--- config.mk ---
export PLATFORM = sky130hd
export DESIGN_NAME = tick_delay_timer
export DESIGN_NICKNAME = d
export VERILOG_FILES = /design/src/rtl/tick_timer_pkg.sv /design/src/rtl/tick_down_counter.sv /design/src/rtl/tick_delay_timer.sv
export SDC_FILE = /design/constraint.sdc
export NUM_CORES = 1
export LEC_CHECK = 0
export BUFFER_PORTS_ARGS = -buffer_cell sky130_fd_sc_hd__buf_2
export CORE_MARGIN = 2
export CORE_UTILIZATION = 35
export CTS_CLUSTER_SIZE = 25
export DETAILED_ROUTE_END_ITERATION = 12
export GPL_TIMING_DRIVEN = 0
export SYNTH_ARGS = -nofsm -noshare
export SYNTH_HDL_FRONTEND = slang
export SYNTH_HIERARCHICAL = 1
export SYNTH_SLANG_ARGS = --single-unit
--- constraint.sdc ---
create_clock -name clk -period 5.1 [get_ports clk]
set_clock_uncertainty 0.2 [all_clocks]
set_input_delay 0.765 -clock clk [delete_from_list [all_inputs] [get_ports clk]]
set_output_delay 0.765 -clock clk [all_outputs]
set_load 0.01 [all_outputs]
--- src/rtl/tick_timer_pkg.sv ---
// Shared types and constants for the tick-driven delay timer.
package tick_timer_pkg;
    typedef enum logic {IDLE, RUN} state_t;

    localparam int CNT_W_DEF = 8;
    localparam int ZERO_CNT  = 0;
endpackage

--- src/rtl/tick_down_counter.sv ---
// Loadable down-counter that saturates at zero; clr wins over load, load over dec.
module tick_down_counter
    import tick_timer_pkg::*;
#(
    parameter int CNT_W = CNT_W_DEF
) (
    input  logic             clk,
    input  logic             reset,
    input  logic             load,
    input  logic [CNT_W-1:0] load_val,
    input  logic             dec,
    input  logic             clr,
    output logic [CNT_W-1:0] remaining,
    output logic             is_one
);
    localparam logic [CNT_W-1:0] ZERO = CNT_W'(ZERO_CNT);
    localparam logic [CNT_W-1:0] ONE  = CNT_W'(1);

    always_ff @(posedge clk or posedge reset) begin
        if (reset)
            remaining <= ZERO;
        else if (clr)
            remaining <= ZERO;
        else if (load)
            remaining <= load_val;
        else if (dec && remaining != ZERO)
            remaining <= remaining - ONE;
    end

    assign is_one = (remaining == ONE);
endmodule

--- src/rtl/tick_delay_timer.sv ---
// Programmable wait measured in tick pulses; one-cycle done on completion.
// Optional freeze input enabled by defining TICK_DELAY_TIMER_PAUSE_EN.
module tick_delay_timer
    import tick_timer_pkg::*;
#(
    parameter int CNT_W = CNT_W_DEF
) (
    input  logic             clk,
    input  logic             reset,
    input  logic             tick,
    input  logic             start,
    input  logic [CNT_W-1:0] duration,
    input  logic             abort,
`ifdef TICK_DELAY_TIMER_PAUSE_EN
    input  logic             pause,
`endif
    output logic             busy,
    output logic             done,
    output logic [CNT_W-1:0] remaining
);
    state_t state;
    logic   count_en, load, clr, is_one, complete, dur_zero;

`ifdef TICK_DELAY_TIMER_PAUSE_EN
    assign count_en = (state == RUN) && tick && !pause;
`else
    assign count_en = (state == RUN) && tick;
`endif

    assign dur_zero = (duration == CNT_W'(ZERO_CNT));
    assign load     = (state == IDLE) && start && !dur_zero;
    assign clr      = (state == RUN) && abort;
    // abort beats a coincident final tick, so no done in that case
    assign complete = count_en && is_one && !abort;

    tick_down_counter #(.CNT_W(CNT_W)) u_cnt (
        .clk      (clk),
        .reset    (reset),
        .load     (load),
        .load_val (duration),
        .dec      (count_en),
        .clr      (clr),
        .remaining(remaining),
        .is_one   (is_one)
    );

    always_ff @(posedge clk or posedge reset) begin
        if (reset) begin
            state <= IDLE;
            busy  <= 1'b0;
            done  <= 1'b0;
        end else begin
            done <= 1'b0;
            case (state)
                IDLE: begin
                    if (start) begin
                        if (dur_zero) begin
                            done <= 1'b1;
                        end else begin
                            state <= RUN;
                            busy  <= 1'b1;
                        end
                    end
                end
                RUN: begin
                    if (abort) begin
                        state <= IDLE;
                        busy  <= 1'b0;
                    end else if (complete) begin
                        state <= IDLE;
                        busy  <= 1'b0;
                        done  <= 1'b1;
                    end
                end
                default: begin
                    state <= IDLE;
                    busy  <= 1'b0;
                end
            endcase
        end
    end
endmodule

Yosys cells after proc, flatten, opt, wreduce, memory -nomap -nowiden
Cells that the tools add are included.
{"block": "classes", "add_sub_neg": 1, "eq_ne": 4, "n_mux": 18, "bitwise_logic": 1, "reduce_logical": 13}
{"operator": "8-bit 2-to-1 mux", "count": 3}
{"operator": "1-bit 2-to-1 mux", "count": 12}
{"operator": "8-bit by 1-bit == test with 1-bit output (second input constant)", "count": 1}
{"operator": "8-bit logical NOT", "count": 1}
{"operator": "8-bit nonzero test", "count": 1}
{"operator": "8-bit by 1-bit subtractor with 8-bit output (second input constant)", "count": 1}
{"operator": "1-bit logical AND", "count": 7}
{"operator": "1-bit case mux with 2 select lines", "count": 3}
{"operator": "2-bit inequality test (second input constant)", "count": 2}
{"operator": "3-bit by 2-bit inequality test with 1-bit output (second input constant)", "count": 1}
{"operator": "3-bit AND reduction", "count": 1}
{"operator": "3-bit nonzero test", "count": 1}
{"operator": "1-bit logical NOT", "count": 2}
{"operator": "1-bit inverter", "count": 1}
{"block": "word_totals", "reg_bits": 11, "in_bits": 13}

Logic depth before layout (Yosys ltp)
Gate-level depths: netlist of the first run.
{"block": "logic_depth", "depth_word": 6, "mapped_depth": 6, "ltp_nobuf": 6}

Hierarchy
The synthesis of the first run kept the hierarchy.
{"module": "tick_down_counter", "instances": 1, "cells_per_inst": 60, "area_per_inst_um2": 571.8}
{"module": "tick_delay_timer", "instances": 1, "cells_per_inst": 17, "area_per_inst_um2": 185.2}

Worst setup path after synthesis of the first run
OpenSTA, ideal clock, no wires.
{"block": "synth_timing", "kind": "input port to flip-flop", "from": "in tick", "to": "reg u_cnt.remaining[7]", "setup_time_ns": 0.099, "arrival_time_ns": 1.947, "required_ns": 4.801, "setup_slack_ns": 2.854, "path_stages": 5, "path_buffers": 0, "cell_sequence": "and2_1 nor3b_1 nand3b_1 or3_1 a311oi_1"}
{"block": "synth_via", "elab_chain_len": 3}
{"element": "start: declaration", "line_no": "tick_delay_timer.sv:10", "rtl": "input logic tick,"}
{"element": "1-bit logical AND", "line_no": "tick_delay_timer.sv:27", "rtl": "assign count_en = (state == RUN) && tick;"}
{"element": "1-bit logical AND", "line_no": "tick_down_counter.sv:26", "rtl": "else if (dec && remaining != ZERO)"}
{"element": "3-bit nonzero test (no source line)"}
{"element": "end signal: assignment", "line_no": "tick_down_counter.sv:25", "rtl": "remaining <= load_val;"}
{"element": "end signal: assignment", "line_no": "tick_down_counter.sv:27", "rtl": "remaining <= remaining - ONE;"}
{"element": "end: declaration", "line_no": "tick_down_counter.sv:13", "rtl": "output logic [CNT_W-1:0] remaining,"}
No other way between the ends.
A chain may end at the register's enable or synchronous reset.

Final worst setup path of the first run
{"block": "layout_timing", "from": "in duration[5]", "to": "reg u_cnt.remaining[4]"}
{"block": "layout_via", "elab_chain_len": 5, "elab_cells_between_ends": 6}
{"element": "start: declaration", "line_no": "tick_delay_timer.sv:12", "rtl": "input logic [CNT_W-1:0] duration,"}
{"element": "8-bit logical NOT (*)", "line_no": "tick_delay_timer.sv:30", "rtl": "assign dur_zero = (duration == CNT_W'(ZERO_CNT));"}
{"element": "1-bit logical NOT (*)", "line_no": "tick_delay_timer.sv:31", "rtl": "assign load = (state == IDLE) && start && !dur_zero;"}
{"element": "1-bit logical AND (*)", "line_no": "tick_delay_timer.sv:31"}
{"element": "net load", "line_no": "tick_delay_timer.sv:22", "rtl": "logic count_en, load, clr, is_one, complete, dur_zero;"}
{"element": "8-bit 2-to-1 mux", "line_no": "tick_down_counter.sv:24", "rtl": "else if (load)"}
{"element": "8-bit 2-to-1 mux", "line_no": "tick_down_counter.sv:22", "rtl": "else if (clr)"}
The timed path passes the listed nets; every way through them passes the cells marked *.

==> results of run 1 <==
-- power by group --
| part | switching [mW] | total [mW] | internal [mW] | leakage [nW] |
|---|---|---|---|---|
| sequential | 0.0324 | 0.142 | 0.110 | 0.135 |
| combinational | 0.0742 | 0.143 | 0.0688 | 0.252 |
| clock | 0.0284 | 0.0585 | 0.0301 | 0.0150 |
| total | 0.135 | 0.344 | 0.208 | 0.402 |
-- metrics by stage --
stage	hold slack, ns	utilization, %	cell area [um2]	power, mW
3_3_place_gp	0.286	45.0	901	0.285
5_1_grt	0.170	46.3	927	0.375
4_1_cts	0.166	46.3	927	0.347
3_5_place_dp	0.303	45.0	901	0.287
2_1_floorplan	0.307	-	757	0.238
6_report	0.170	46.3	927	0.344
-- routing by layer --
metal	vias up	routed length, um	track usage (%)
li1	333	-	-
met1	280	763	20.4
met2	23	784	24.1
met3	2	117	2.08
met4	0	19	6.76
met5	-	0	0
-- state kept, by name, indices dropped and copies added, names as in the netlist --
signal           cells
busy                 1
u_cnt/remaining      8
state                1
done                 1
-- worst max-delay path, stage by stage --
cell	delay [ns]
buf_2	0.12
nor4_4	0.32
a21oi_2	0.15
inv_1	0.20
clkbuf_1	0.40
nor2_1	0.09
a211oi_1	0.22
-- kinds of logic after synthesis --
logic type | after synthesis | synth area share [%]
and+or+nand+nor | 32 | 29.8
AOI/OAI and AO/OA | 18 | 19.5
DFF | 11 | 36.4
buffers and inverters | 9 | 4.46
xor gates and xnor gates | 3 | 3.47
adders and majority gates | 3 | 4.96
muxes | 1 | 1.49
-- cell usage after synthesis --
cell type  instances  area (um2)
dfrtp_1           11         275
a21oi_2            1        8.76
nand3b_1           1        7.51
nand2b_1           2        12.5
o22ai_1            1        6.26
and3_1             1        6.26
or4_4              1        11.3
inv_1              7        26.3
or2_2              1        6.26
xnor2_1            3        26.3
a311oi_1           2        17.5
a211oi_1           7        52.6
mux2_2             1        11.3
a32oi_1            1        8.76
nor4b_1            1        8.76
buf_1              1        3.75
clkbuf_1           1        3.75
nor2_1            10        37.5
a31o_1             2        17.5
nor3b_1            1        7.51
nor3b_2            1        12.5
nor4_4             3        63.8
a21bo_2            1        10.0
ha_1               3        37.5
and2_1             1        6.26
nor2b_1            1        6.26
a211oi_2           1        12.5
nor3_2             1        10.0
nand2_1            6        22.5
a2111oi_0          1        8.76
or3_1              1        6.26
a21oi_1            1        5.00
-- how the worst max path moves through the flow --
stage,start,endpoint,slack [ns]
6_report,duration[5],u_cnt/remaining[4],2.81
2_1_floorplan,tick,u_cnt/remaining[7],2.85
4_1_cts,duration[5],u_cnt/remaining[4],2.79
3_5_place_dp,tick,u_cnt/remaining[7],2.53
5_1_grt,duration[5],u_cnt/remaining[0],2.64
3_3_place_gp,tick,u_cnt/remaining[7],2.50
-- final cells by class --
class	count	area [um2]	share of cell area [%]
buffer	2	7.51	0.810
timing repair buffer	22	110	11.9
inverter	7	26.3	2.83
sequential	11	275	29.7
clock buffer	4	26.3	2.83
tap	27	33.8	3.64
multi-input combinational	57	448	48.3
-- cells in the final DEF, fill, tap and decap left out, drive strengths merged, types with 2 or more instances in the layout --
master,count
a211oi,8
a21oi,2
a311oi,2
a31o,2
buf,23
clkbuf,5
dfrtp,11
ha,3
inv,7
nand2,6
nand2b,2
nor2,10
nor3b,2
nor4,3
xnor2,3
==> run summary, run 1 <==
worst endpoint data arrival time - 2.26 ns
htree depth - 1
synthesized flop and latch total - 11
Root Driver - clkbuf_4
global placement routability congestion - 0.800
clock latency on the worst-skew pair - 0.26 ns
Die H - 50.5 um
final setup TNS - 0 ns
fmax - 436 MHz
pre-CTS setup slack - 2.53 ns
Initial DRT Pass Iterations - 4
Port Buffers - 22
vias per cell - 4.91
nets - 120
Leakage - 0.402 nW
Max FO, Critical Path - 10
number of max-cap violations - 0
total core area - 2000 um2
CTS tree - built
worst-margin pin slew - 0.568 ns
crit path launch type - input pin
drc violations - 0
CTS clk-pin slew, worst paths - 0.07 ns
antenna-violating nets left - 0
Std-Cell Rows - 16
mean area per synthesized cell - 9.83 um2
clk sink count - 11
Post-CTS Setup Bufs - 0
Crit Path Class - input pin to register
drt wl/cell - 13.0 um
number of global-route vias before repair - 629
RSZ-0062 raised after global routing - false
reg2reg path depth - 5
Post-Syn Area - 757 um2
Final Hold Fails - 0
status - finished, final reports clean
PostCTS Resize Cnt - 0
grt total ovfl - 0
relative slew slack - 62.1%
Post-Route WL - 1.68 mm
Layout area overhead - 22.5%
HP Class - input pin to async pin
Mapped Nets - 93
Crit Reg-Reg Endpoint - u_cnt/remaining[7]
DRT iter0 DRCs - 18
ant diodes - 0
half-perimeter wire length after placement - 1.32 mm
Cells after Synth - 77
largest net degree at the start of global routing - 11
Slew Limit Fails - 0
worst-case clock buffer depth - 2
width of the die - 50.5 um
fill count - 206
power density over the cells - 371 nW/um2
initial antenna violation count - 0
Ys Warns - 6
Die ar. - 2550 um2
total number of vias - 638
peak supply drop - 147 uV
Final min period - 2.29 ns
Hold-fix buffers, CTS - 0
Initial Util - 37.8%
Reg2Reg Setup Slack - 2.98 ns
first-pass GRT wire length - 2.86 mm
Crit. End Element - register
CP required - 5.07 ns
Cell variety after synth - 32
final worst slack - 2.81 ns
worst r2r src - state
TritonCTS buffer count - 3
period utilization - 45.0%
Setup Viol. Count Final - 0
share of layout cells above drive strength 1 - 35.0%
placed cell count - 126
IO Count - 23
Post-Layout Cell Count - 130
GRT Total Usage - 15.2%
sequential area share after synthesis - 36.4%
Power figures use the tool's default switching activity.
==> inputs of run 2 (changes only) <==
clock period = 2 ns   (was 5.1 ns; I/O delays follow)
==> run 2 against run 1 <==
  * Final area rose by 13%
  * Via count rose by 4.9%
  * First-iteration DRC count fell by 72%
  * Cell count rose by 3.8%
  * Die area did not move
  * Largest cell class unchanged
==> run summary, run 2 (synthesis gave the netlist of run 1 again) <==
status - finished, final reports clean
half-perimeter wire length after placement - 1.32 mm
total core area - 2000 um2
placed cell count - 126
Crit. End Element - register
reg2reg path depth - 4
area of the multi-input gates - 518 um2
HP Class - input pin to register
crit-path max cell delay - 0.58 ns
Post-Layout Cell Count - 135
Initial DRT Pass Iterations - 4
pre-CTS setup slack - -0.128 ns
crit path cell chain - or4_4, nor4b_4, nand2_2, a31o_1
Die ar. - 2550 um2
share of total power in combinational logic - 46.3%
GRT Total Usage - 16.0%
CTS tree - built
share of layout cells above drive strength 1 - 50.0%
width of the die - 50.5 um
clock latency on the worst-skew pair - 0.26 ns
worst endpoint data arrival time - 1.86 ns
fmax - 523 MHz
Root Driver - clkbuf_4
Initial Util - 37.8%
Net Sw Frac - 40.1%
number of global-route vias before repair - 670
number of max-cap violations - 0
DP Area - 901 um2
Sequential Power Share - 38.6%
relative slew slack - 67.7%
vias per cell - 4.96
IO Count - 23
CP required - 1.95 ns
clock share of power - 15.1%
crit path launch type - register
Die H - 50.5 um
Max FO, Critical Path - 4
Port Buffers - 22
worst-case clock buffer depth - 2
Reg with most FFs - u_cnt/remaining
Final min period - 1.91 ns
FF+latch area - 279 um2
initial antenna violation count - 0
Final Hold Fails - 0
grt total ovfl - 0
drc violations - 0
Switching Power - 0.399 mW
Setup Viol. Count Final - 0
drt wl/cell - 13.3 um
CTS clk-pin slew, worst paths - 0.07 ns
first-pass GRT wire length - 3.04 mm
Post-Route WL - 1.79 mm
total number of vias - 669
cell area after layout - 1040 um2
htree depth - 1
Std-Cell Rows - 16
most frequent cells in the layout - buf_2, nor2_1, dfrtp_1
internal power - 0.596 mW
Slew Limit Fails - 0
clk sink count - 11
final worst slack - 0.0876 ns
CP max stage cell - or4_4
antenna-violating nets left - 0
global placement routability congestion - 0.800
worst-margin pin slew - 0.484 ns
Leakage - 0.441 nW
period utilization - 95.6%
Crit Path Class - register to register
power density over the cells - 953 nW/um2
fill count - 190
peak supply drop - 355 uV
Layout area overhead - 38.0%
Hold Path Depth - 2
ant diodes - 0
commonest non-fill, non-tap cell in the layout - buf_2
TritonCTS buffer count - 3
nets - 125
largest net degree at the start of global routing - 11
DRT iter0 DRCs - 5
max FFs per register - 8
[run 2: cell types whose count changed in the layout (fill, tap and decap cells not counted), sizes merged]
cell         change
clkbuf           -1
dlygate4sd3      +1
buf              +5
[run 2: layer usage]
layer / track usage (%) / part of all wire, % / wire (um)
met1: 21.2 / 46 / 820
met4: 8.11 / 1.1 / 19
met5: 0 / 0 / 0
met2: 25.2 / 49 / 879
met3: 2.68 / 4.0 / 72
[run 2: repair_timing]
action                                 in CTS  in global routing
endpoints found under the hold margin      11                  0
setup endpoints to repair                   5                  8
setup buffers                               1                  4
gates resized for setup                     5                 13
pin swaps                                   1                  5
hold buffers                                1                  0
[run 2: path summary, 6_finish.rpt]
kind / from / to / slack (ns)
min in group asynchronous: reset / done / 0.26
setup reg to reg: u_cnt/remaining[4] / busy / 0.09
max in group asynchronous: reset / u_cnt/remaining[4] / 0.97
setup / recovery: u_cnt/remaining[4] / busy / 0.09
hold / removal: abort / done / 0.05
hold reg to reg: busy / busy / 0.31
[run 2: critical path: cells and delay by family, from the launching register on]
| family | cells | cell delay (ns) |
|---|---|---|
| and+or+nand+nor | 3 | 0.94 |
| DFF | 1 | 0.44 |
| AOI/OAI and AO/OA | 1 | 0.23 |
[run 2: power by group through the flow]
stage               sequential (mW)  clock [mW]  combinational, mW
floorplan                     0.382           0              0.225
global placement              0.363           0              0.365
detailed placement            0.367           0              0.365
CTS                           0.373       0.155              0.390
global route                  0.396       0.172              0.511
finish                        0.385       0.150              0.460
[run 2: final cells by class]
| class | count | area share (%) |
|---|---|---|
| buffer | 1 | 0.359 |
| clock buffer | 4 | 2.51 |
| inverter | 7 | 2.51 |
| multi-input combinational | 57 | 49.6 |
| sequential | 11 | 26.7 |
| tap | 27 | 3.23 |
| timing repair buffer | 28 | 15.1 |
[run 2: through the flow]
| stage | setup TNS (ns) | hold WS, ns | utilization, % | power [mW] |
|---|---|---|---|---|
| 2_1_floorplan | 0 | -0.146 | - | 0.607 |
| 3_3_place_gp | -0.672 | -0.0242 | 45.0 | 0.728 |
| 3_5_place_dp | -0.579 | -0.0205 | 45.0 | 0.732 |
| 4_1_cts | 0 | 0.0438 | 48.1 | 0.918 |
| 5_1_grt | -0.0101 | 0.0476 | 52.2 | 1.08 |
| 6_report | 0 | 0.0491 | 52.2 | 0.995 |
